## config.mk

```make
export PLATFORM = sky130hd
export DESIGN_NAME = connect_merge_flat
export DESIGN_NICKNAME = d
export VERILOG_FILES = /design/src/rtl/connect_merge_if.sv /design/src/rtl/connect_merge.sv /design/src/flat_wrapper.sv
export SDC_FILE = /design/constraint.sdc
export NUM_CORES = 1
export LEC_CHECK = 0
export CORE_ASPECT_RATIO = 1.1
export CORE_MARGIN = 1.5
export CORE_UTILIZATION = 40
export CTS_BUF_LIST = sky130_fd_sc_hd__clkbuf_2
export DETAILED_ROUTE_END_ITERATION = 8
export GPL_TIMING_DRIVEN = 0
export PLACE_DENSITY = 0.95
export SYNTH_ARGS = -nofsm -noshare
export SYNTH_HDL_FRONTEND = slang
export SYNTH_SLANG_ARGS = --single-unit
```

## constraint.sdc

```tcl
create_clock -name CLK -period 3.45 [get_ports CLK]
set_input_delay 0.69 -clock CLK [delete_from_list [all_inputs] [get_ports CLK]]
set_output_delay 0.69 -clock CLK [all_outputs]
set_load 0.01 [all_outputs]
```

## src/rtl/connect_merge_if.sv

```systemverilog
// connect_merge_if: N upstream valid/ready channels converging onto one tagged downstream channel.
// Revision 1.0
`default_nettype none

interface connect_merge_if #(
  parameter int DATA_WIDTH  = 32,
  parameter int CONNECT_NUM = 3,
  parameter int INDEX_WIDTH = 2
);
  logic [CONNECT_NUM-1:0]            RECEIVE_VALID;
  logic [DATA_WIDTH*CONNECT_NUM-1:0] RECEIVE_DATA;
  logic [CONNECT_NUM-1:0]            RECEIVE_READY;
  logic                              SEND_VALID;
  logic [DATA_WIDTH-1:0]             SEND_DATA;
  logic [INDEX_WIDTH-1:0]            SEND_INDEX;
  logic                              SEND_READY;

  // Environment side: produces upstream tokens, consumes downstream tokens.
  modport master (
    output RECEIVE_VALID, RECEIVE_DATA, SEND_READY,
    input  RECEIVE_READY, SEND_VALID, SEND_DATA, SEND_INDEX
  );

  // Merge side.
  modport slave (
    input  RECEIVE_VALID, RECEIVE_DATA, SEND_READY,
    output RECEIVE_READY, SEND_VALID, SEND_DATA, SEND_INDEX
  );
endinterface

`default_nettype wire

```

## src/rtl/connect_merge.sv

```systemverilog
// connect_merge: round-robin N-to-1 valid/ready merge with a registered, source-tagged output stage.
// Revision 1.0
`default_nettype none

module connect_merge #(
  parameter int DATA_WIDTH  = 32,
  parameter int CONNECT_NUM = 3,
  parameter int INDEX_WIDTH = 2
) (
  input  logic           CLK,
  input  logic           RST,
  connect_merge_if.slave bus
);

  logic                   send_valid;
  logic [DATA_WIDTH-1:0]  send_data;
  logic [INDEX_WIDTH-1:0] send_index;
  logic [INDEX_WIDTH-1:0] last;

  logic                   load;
  logic                   any_valid;
  logic                   found_hi;
  logic                   found_lo;
  logic [INDEX_WIDTH-1:0] grant_hi;
  logic [INDEX_WIDTH-1:0] grant_lo;
  logic [INDEX_WIDTH-1:0] grant;
  logic [DATA_WIDTH-1:0]  grant_data;
  logic [CONNECT_NUM-1:0] ready;
  logic [DATA_WIDTH-1:0]  chan_data [CONNECT_NUM];

  generate
    for (genvar i = 0; i < CONNECT_NUM; i++) begin : g_unpack
      assign chan_data[i] = bus.RECEIVE_DATA[DATA_WIDTH*(i+1)-1 -: DATA_WIDTH];
    end
  endgenerate

  assign load = !send_valid || bus.SEND_READY;

  // Lowest valid index above last wins; otherwise wrap to the lowest valid index at or below last.
  always_comb begin
    found_hi = 1'b0;
    found_lo = 1'b0;
    grant_hi = '0;
    grant_lo = '0;
    for (int i = CONNECT_NUM - 1; i >= 0; i--) begin
      if (bus.RECEIVE_VALID[i]) begin
        if (i > int'(last)) begin
          found_hi = 1'b1;
          grant_hi = i[INDEX_WIDTH-1:0];
        end else begin
          found_lo = 1'b1;
          grant_lo = i[INDEX_WIDTH-1:0];
        end
      end
    end
    any_valid = found_hi || found_lo;
    grant     = found_hi ? grant_hi : grant_lo;
  end

  always_comb begin
    grant_data = '0;
    ready      = '0;
    for (int i = 0; i < CONNECT_NUM; i++) begin
      if (grant == i[INDEX_WIDTH-1:0]) begin
        grant_data = chan_data[i];
        ready[i]   = any_valid && load;
      end
    end
  end

  always_ff @(posedge CLK) begin
    if (RST) begin
      send_valid <= 1'b0;
      send_data  <= '0;
      send_index <= '0;
      last       <= INDEX_WIDTH'(CONNECT_NUM - 1);
    end else if (load) begin
      send_valid <= any_valid;
      if (any_valid) begin
        send_data  <= grant_data;
        send_index <= grant;
        last       <= grant;
      end
    end
  end

  assign bus.RECEIVE_READY = ready;
  assign bus.SEND_VALID    = send_valid;
  assign bus.SEND_DATA     = send_data;
  assign bus.SEND_INDEX    = send_index;

endmodule

`default_nettype wire

```

## src/flat_wrapper.sv

```systemverilog
// flat-port wrapper written by rule: the top's interface ports become plain ports
module connect_merge_flat 
#(
  parameter int DATA_WIDTH  = 32,
  parameter int CONNECT_NUM = 3,
  parameter int INDEX_WIDTH = 2
)
  (CLK, RST, bus_RECEIVE_VALID, bus_RECEIVE_DATA, bus_SEND_READY, bus_RECEIVE_READY, bus_SEND_VALID, bus_SEND_DATA, bus_SEND_INDEX);
  connect_merge_if #(.DATA_WIDTH(DATA_WIDTH), .CONNECT_NUM(CONNECT_NUM), .INDEX_WIDTH(INDEX_WIDTH)) bus_i ();
  input  logic CLK;
  input  logic RST;
  input wire logic [$bits(bus_i.RECEIVE_VALID)-1:0] bus_RECEIVE_VALID;
  input wire logic [$bits(bus_i.RECEIVE_DATA)-1:0] bus_RECEIVE_DATA;
  input wire logic [$bits(bus_i.SEND_READY)-1:0] bus_SEND_READY;
  output wire logic [$bits(bus_i.RECEIVE_READY)-1:0] bus_RECEIVE_READY;
  output wire logic [$bits(bus_i.SEND_VALID)-1:0] bus_SEND_VALID;
  output wire logic [$bits(bus_i.SEND_DATA)-1:0] bus_SEND_DATA;
  output wire logic [$bits(bus_i.SEND_INDEX)-1:0] bus_SEND_INDEX;
  assign bus_i.RECEIVE_VALID = bus_RECEIVE_VALID;
  assign bus_i.RECEIVE_DATA = bus_RECEIVE_DATA;
  assign bus_i.SEND_READY = bus_SEND_READY;
  assign bus_RECEIVE_READY = bus_i.RECEIVE_READY;
  assign bus_SEND_VALID = bus_i.SEND_VALID;
  assign bus_SEND_DATA = bus_i.SEND_DATA;
  assign bus_SEND_INDEX = bus_i.SEND_INDEX;
  connect_merge #(.DATA_WIDTH(DATA_WIDTH), .CONNECT_NUM(CONNECT_NUM), .INDEX_WIDTH(INDEX_WIDTH)) u_core (.CLK(CLK), .RST(RST), .bus(bus_i));
endmodule
```

==> flow_summary.json, run 1 <==
{
  "drcViolationCount": 11,
  "clockBufferDepth": 2,
  "cp-endpoint": "bus_RECEIVE_READY[2]",
  "nets": 456,
  "drt_pass1_iterations": 6,
  "fillerInstances": 386,
  "synth_area_leaders": "dfxtp_1 35%, o221ai_2 22%, mux2i_1 15%",
  "die_area_sq_mm": 0.00561,
  "gp_congestion": 0.755,
  "cts.sinks": 36,
  "syn_to_final_growth_pct": 73.1,
  "clk_latency_ns": 0.38,
  "leakage_nw": 1.56,
  "die_h_um": 78.4,
  "worst-r2r-setup-slack_ns": 1.76,
  "p_per_area_mw_per_mm2": 312,
  "area.sequential_sq_um": 721,
  "grt_pass1_vias": 2100,
  "instances_no_fill": 412,
  "outcome": "complete, but fails checks",
  "yosys_warnings": 0,
  "multiInputGateArea_sq_mm": 0.00109,
  "dpl.hpwl_um": 4850,
  "port_buffers": 139,
  "placementRows": 27,
  "ys_types": 26,
  "cts_buffers": 5,
  "path_class": "input pin to output port",
  "fin_tns_setup_ns": 0,
  "ios": 140,
  "postSynthAreaPerCell_sq_um": 10.0,
  "fp.dieW_um": 71.6,
  "r2r_end": "u_core.bus.SEND_DATA[28]",
  "post_drt_wl_per_cell_um": 14.7,
  "violations": "DRC",
  "core_area_sq_mm": 0.00500,
  "yosysTopAreaCell": "dfxtp_1",
  "final_util_pct": 71.6,
  "hold_viol": 0,
  "worst_ep_arrival_time_ns": 2.63,
  "vdd_drop_max_mv": 0.172,
  "timing.rr.start": "u_core.last[1]",
  "worst_pin_slew_ns": 0.378,
  "finClkSkew_ns": 0.0198,
  "cts_tree": "yes",
  "fin_crit_ns": 3.32,
  "vias": 2086,
  "vias_per_cell": 5.06,
  "grt_max_degree": 11,
  "htree_levels": 2,
  "grt_pass1_wl_um": 9570,
  "r2r_cells": 7,
  "ys_seq_area_share_pct": 34.8,
  "syn_area_sq_mm": 0.00207,
  "ctsHoldBuffers": 0,
  "critPathMaxFanout": 10,
  "worstSetupStartpoint": "bus_RECEIVE_VALID[1]",
  "dp.cells": 403,
  "start_kind": "input pin",
  "synth_nets": 308,
  "holdPathStages": 2,
  "period_share_pct": 96.3,
  "slew_viol_final": 0,
  "antenna_left": 0,
  "routed_wl_um": 6080,
  "grtUsageTotal_pct": 21.5,
  "drive_above_1_share_pct": 16.9,
  "min-delay-path-class": "flop to flop",
  "initial_core_util_pct": 41.4,
  "grt_setup_unrepaired": "no",
  "synth_top_area_share_pct": 34.8,
  "drt_iter0_markers": 93,
  "antenna_found_initial": 0,
  "cts_root_buffer": "clkbuf_2",
  "diodes": 0,
  "cap_viol_max_count": 0,
  "slew_headroom_pct": 74.8,
  "max_freq_mhz": 301,
  "grt.overflow.total": 0,
  "syn_inst": 206,
  "clk_pin_slew_worst_paths_ns": 0.17,
  "p_total_mw": 1.12,
  "cp.required_ns": 2.76,
  "final_cell_area_sq_mm": 0.00358,
  "finalSetupViolations": 0,
  "end_kind": "output port",
  "place_area_sq_mm": 0.00353,
  "ys_ff_latch": 36
}
layout make-up:
cell class                 instances  share of cell area (%)
clock inverter                     1                   0.140
sequential                        36                    20.1
inverter                          35                    3.67
clock buffer                       6                   0.839
timing repair buffer             141                    39.2
tap                               58                    2.03
buffer                            14                    3.46
multi-input combinational        121                    30.5
logic make-up after synthesis:
| family | Yosys count | share of synthesized area (%) |
|---|---|---|
| multiplexers | 32 | 15.5 |
| flip-flops | 36 | 34.8 |
| AND/OR/NAND/NOR | 48 | 11.6 |
| buffers and inverters | 49 | 12.3 |
| AO/OA/AOI/OAI | 41 | 25.7 |
cell usage after synthesis:
| cell type | instances |
|---|---|
| nand4b_4 | 1 |
| o21ai_0 | 1 |
| a31oi_1 | 1 |
| a211o_4 | 1 |
| and3_1 | 1 |
| or3_4 | 1 |
| and2_4 | 1 |
| a21oi_2 | 1 |
| a21oi_1 | 4 |
| nor2b_1 | 1 |
| dfxtp_1 | 36 |
| o221ai_1 | 2 |
| o221ai_2 | 30 |
| buf_2 | 3 |
| buf_4 | 4 |
| inv_1 | 35 |
| nor3b_1 | 1 |
| nand2_4 | 1 |
| o22ai_1 | 1 |
| nand2_1 | 36 |
| nand4_1 | 1 |
| or2_2 | 1 |
| mux2i_1 | 32 |
| nand2b_1 | 2 |
| buf_6 | 7 |
| nor3_1 | 1 |
sequential cells by signal, indices dropped and copies added (netlist names):
| signal | count |
|---|---|
| u_core.bus.SEND_DATA | 32 |
| u_core.bus.SEND_INDEX | 1 |
| u_core.bus.SEND_VALID | 1 |
| u_core.last | 2 |
where the power goes:
part           total [mW]  switching (mW)  internal, mW
Sequential          0.486          0.0244         0.462
Combinational       0.443           0.170         0.273
Clock               0.188           0.139        0.0484
worst min path at each step:
stage,from,end
after floorplan,u_core.last[0],u_core.last[0]
after detailed placement,u_core.bus.SEND_DATA[23],u_core.bus.SEND_DATA[23]
after global placement,u_core.bus.SEND_DATA[14],u_core.bus.SEND_DATA[14]
after global routing,u_core.bus.SEND_INDEX[1],u_core.bus.SEND_INDEX[1]
final,u_core.bus.SEND_INDEX[1],u_core.bus.SEND_INDEX[1]
after CTS,u_core.bus.SEND_INDEX[1],u_core.bus.SEND_INDEX[1]
stage by stage:
| stage | hold WS, ns | setup slack [ns] |
|---|---|---|
| floorplan | 0.457 | 1.24 |
| global placement | 0.444 | -0.0374 |
| detailed placement | 0.450 | -0.0625 |
| CTS | 0.479 | 0.0417 |
| global route | 0.506 | 0.0378 |
| finish | 0.475 | 0.129 |
timing repair:
item / in CTS / in global routing
buffers inserted: 0 / 2
resized for setup: 1 / 0
endpoints found under the setup margin: 1 / 1
critical path: stages:
cell and delay [ns]:
clkdlybuf4s50_1 0.50, nor3b_1 0.19, a31oi_1 0.14, buf_4 0.15
buf_6 0.16, nand4_1 0.17, inv_1 0.10, clkdlybuf4s50_1 0.53
cell usage in the layout, fill, tap and decap left out:
cell / instances
a211o_4: 1
a21oi_1: 4
a21oi_2: 1
a31oi_1: 1
and2_4: 1
and3_1: 1
buf_2: 3
buf_4: 6
buf_6: 7
clkbuf_2: 6
clkdlybuf4s50_1: 138
clkinv_2: 1
dfxtp_1: 36
dlygate4sd2_1: 1
inv_1: 35
mux2i_1: 32
nand2_1: 36
nand2_4: 1
nand2b_1: 2
nand4_1: 1
nand4b_4: 1
nor2b_1: 1
nor3_1: 1
nor3b_1: 1
o21ai_0: 1
o221ai_1: 2
o221ai_2: 30
o22ai_1: 1
or2_2: 1
or3_4: 1
per-layer routing:
| layer | global-route usage, % | wire (um) | share of wire, % | vias up |
|---|---|---|---|---|
| met2 | 40.2 | 3140 | 52 | 99 |
| met5 | 0 | 0 | 0 | - |
| li1 | - | - | - | 1028 |
| met4 | 6.42 | 106 | 1.7 | 0 |
| met1 | 23.0 | 2240 | 37 | 947 |
| met3 | 6.16 | 590 | 9.7 | 12 |
No activity file was read; power rests on OpenSTA's default activity.
==> inputs of run 2 (changes only) <==
--- a/config.mk
+++ b/config.mk
@@ -7,11 +7,12 @@
 export LEC_CHECK = 0
 export CORE_ASPECT_RATIO = 1.1
 export CORE_MARGIN = 1.5
-export CORE_UTILIZATION = 40
+export CORE_UTILIZATION = 50
 export CTS_BUF_LIST = sky130_fd_sc_hd__clkbuf_2
 export DETAILED_ROUTE_END_ITERATION = 8
+export DONT_BUFFER_PORTS = 1
 export GPL_TIMING_DRIVEN = 0
-export PLACE_DENSITY = 0.95
+export PLACE_DENSITY = 0.73
 export SYNTH_ARGS = -nofsm -noshare
 export SYNTH_HDL_FRONTEND = slang
 export SYNTH_SLANG_ARGS = --single-unit
==> constraint.sdc (replaced) <==
create_clock -name CLK -period 3.45 [get_ports CLK]
set_input_delay 0.345 -clock CLK [delete_from_list [all_inputs] [get_ports CLK]]
set_output_delay 0.345 -clock CLK [all_outputs]
set_load 0.01 [all_outputs]
==> flow_summary.json, run 2 (synthesized netlist as in run 1, its figures left out) <==
{
  "outcome": "finished, final reports clean",
  "grt_pass1_vias": 1482,
  "slew_viol_final": 0,
  "grt_setup_unrepaired": "no",
  "vias": 1523,
  "core_area_sq_mm": 0.00396,
  "grt_max_degree": 12,
  "post-cts-setup-buffers": 0,
  "ctsHoldBuffers": 1,
  "routed_wl_um": 4350,
  "dpl.hpwl_um": 3370,
  "finClkSkew_ns": 0.00939,
  "htree_levels": 2,
  "place_area_sq_mm": 0.00213,
  "fin_crit_ns": 2.10,
  "syn_to_final_growth_pct": 6.78,
  "drt_iter0_markers": 62,
  "dr_wl_met3_um": 435,
  "antenna_found_initial": 0,
  "critPathMaxFanout": 10,
  "max_freq_mhz": 476,
  "grt.overflow.total": 0,
  "fin_tns_setup_ns": 0,
  "routed.top_layer": "met4",
  "vias_per_cell": 5.70,
  "cap_viol_max_count": 0,
  "cts.sinks": 36,
  "slew_headroom_pct": 74.7,
  "nets": 316,
  "drt_pass1_iterations": 6,
  "start_kind": "flop",
  "gp_congestion": 0.735,
  "clk_pin_slew_worst_paths_ns": 0.18,
  "antenna_left": 0,
  "placementRows": 24,
  "grtUsageTotal_pct": 19.6,
  "clockBufferDepth": 2,
  "ios": 140,
  "cts_resized": 0,
  "cts_root_buffer": "clkbuf_2",
  "cts_buffers": 5,
  "worst_ep_arrival_time_ns": 1.76,
  "cts_tree": "yes",
  "period_share_pct": 60.9,
  "initial_core_util_pct": 52.2,
  "p_per_area_mw_per_mm2": 444,
  "port_buffers": 0,
  "drcViolationCount": 0,
  "cp.required_ns": 3.11,
  "vdd_drop_max_mv": 0.230,
  "die_h_um": 70.5,
  "clk_latency_ns": 0.37,
  "worst_pin_slew_ns": 0.380,
  "layout_common_cells": "36 x nand2_1, 36 x dfxtp_1, 35 x inv_1, 32 x mux2i_1, 30 x o221ai_2",
  "min-delay-path-class": "input pin to flop",
  "grt_pass1_wl_um": 6800,
  "final_cell_area_sq_mm": 0.00221,
  "end_kind": "output port",
  "diodes": 0,
  "drive_above_1_share_pct": 27.4,
  "post_drt_wl_per_cell_um": 16.3,
  "fp.dieW_um": 64.3,
  "wl_met1_um": 1620,
  "finalSetupViolations": 0,
  "path_class": "flop to output port",
  "hold_viol": 0,
  "leakage_nw": 1.04,
  "dr_wl_met2_um": 2230,
  "largest_reg_flops": 32,
  "die_area_sq_mm": 0.00453
}
[run 2: changes by cell type in the layout (fill, tap and decap cells not counted)]
cell,previous run,this run
dlygate4sd2_1,1,0
clkdlybuf4s50_1,138,0
bufinv_16,0,1
dlygate4sd3_1,0,1
buf_4,6,4
[run 2: final timing paths]
kind	startpoint	cells past startpoint	end	slack, ns
max	u_core.last[1]	6	bus_RECEIVE_READY[2]	1.35
min	RST	2	u_core.last[1]	0.05
max reg2reg	u_core.last[1]	6	u_core.bus.SEND_DATA[0]	1.87
min reg2reg	u_core.last[0]	2	u_core.last[0]	0.51
[run 2: layer usage]
metal | track usage (%) | vias to the layer above
met4 | 8.51 | 0
met3 | 5.96 | 6
met1 | 21.6 | 688
met5 | 0 | -
met2 | 34.5 | 89
li1 | - | 740
[run 2: area by class of cell]
type / count / area [sq um]
inverter: 35 / 131
clock inverter: 2 / 35.0
multi-input combinational: 121 / 1090
buffer: 14 / 124
fill: 378 / 1760
timing repair buffer: 1 / 10.0
tap: 52 / 65.1
sequential: 36 / 721
clock buffer: 6 / 30.0
[run 2: critical path, stage by stage, from the launching register on]
cell and delay [ns]:
dfxtp_1 0.38, nand2b_1 0.15, a31oi_1 0.16, buf_4 0.20, buf_6 0.17, nand4_1 0.17
inv_1 0.15
[run 2: power by group]
part / internal (mW) / switching (mW)
logic: 0.0982 / 0.104
clock network: 0.125 / 0.140
registers: 0.462 / 0.0516
[run 2: through the flow]
stage	total power, mW	worst slack, ns	utilization [%]	hold slack, ns	instances
floorplan	0.691	1.93	-	0.414	206
global placement	0.723	1.79	53.8	0.415	258
detailed placement	0.728	1.78	53.8	0.418	258
CTS	0.996	1.31	55.7	0.0241	267
global route	1.04	1.21	55.7	0.0140	267
finish	0.981	1.35	55.7	0.0494	267
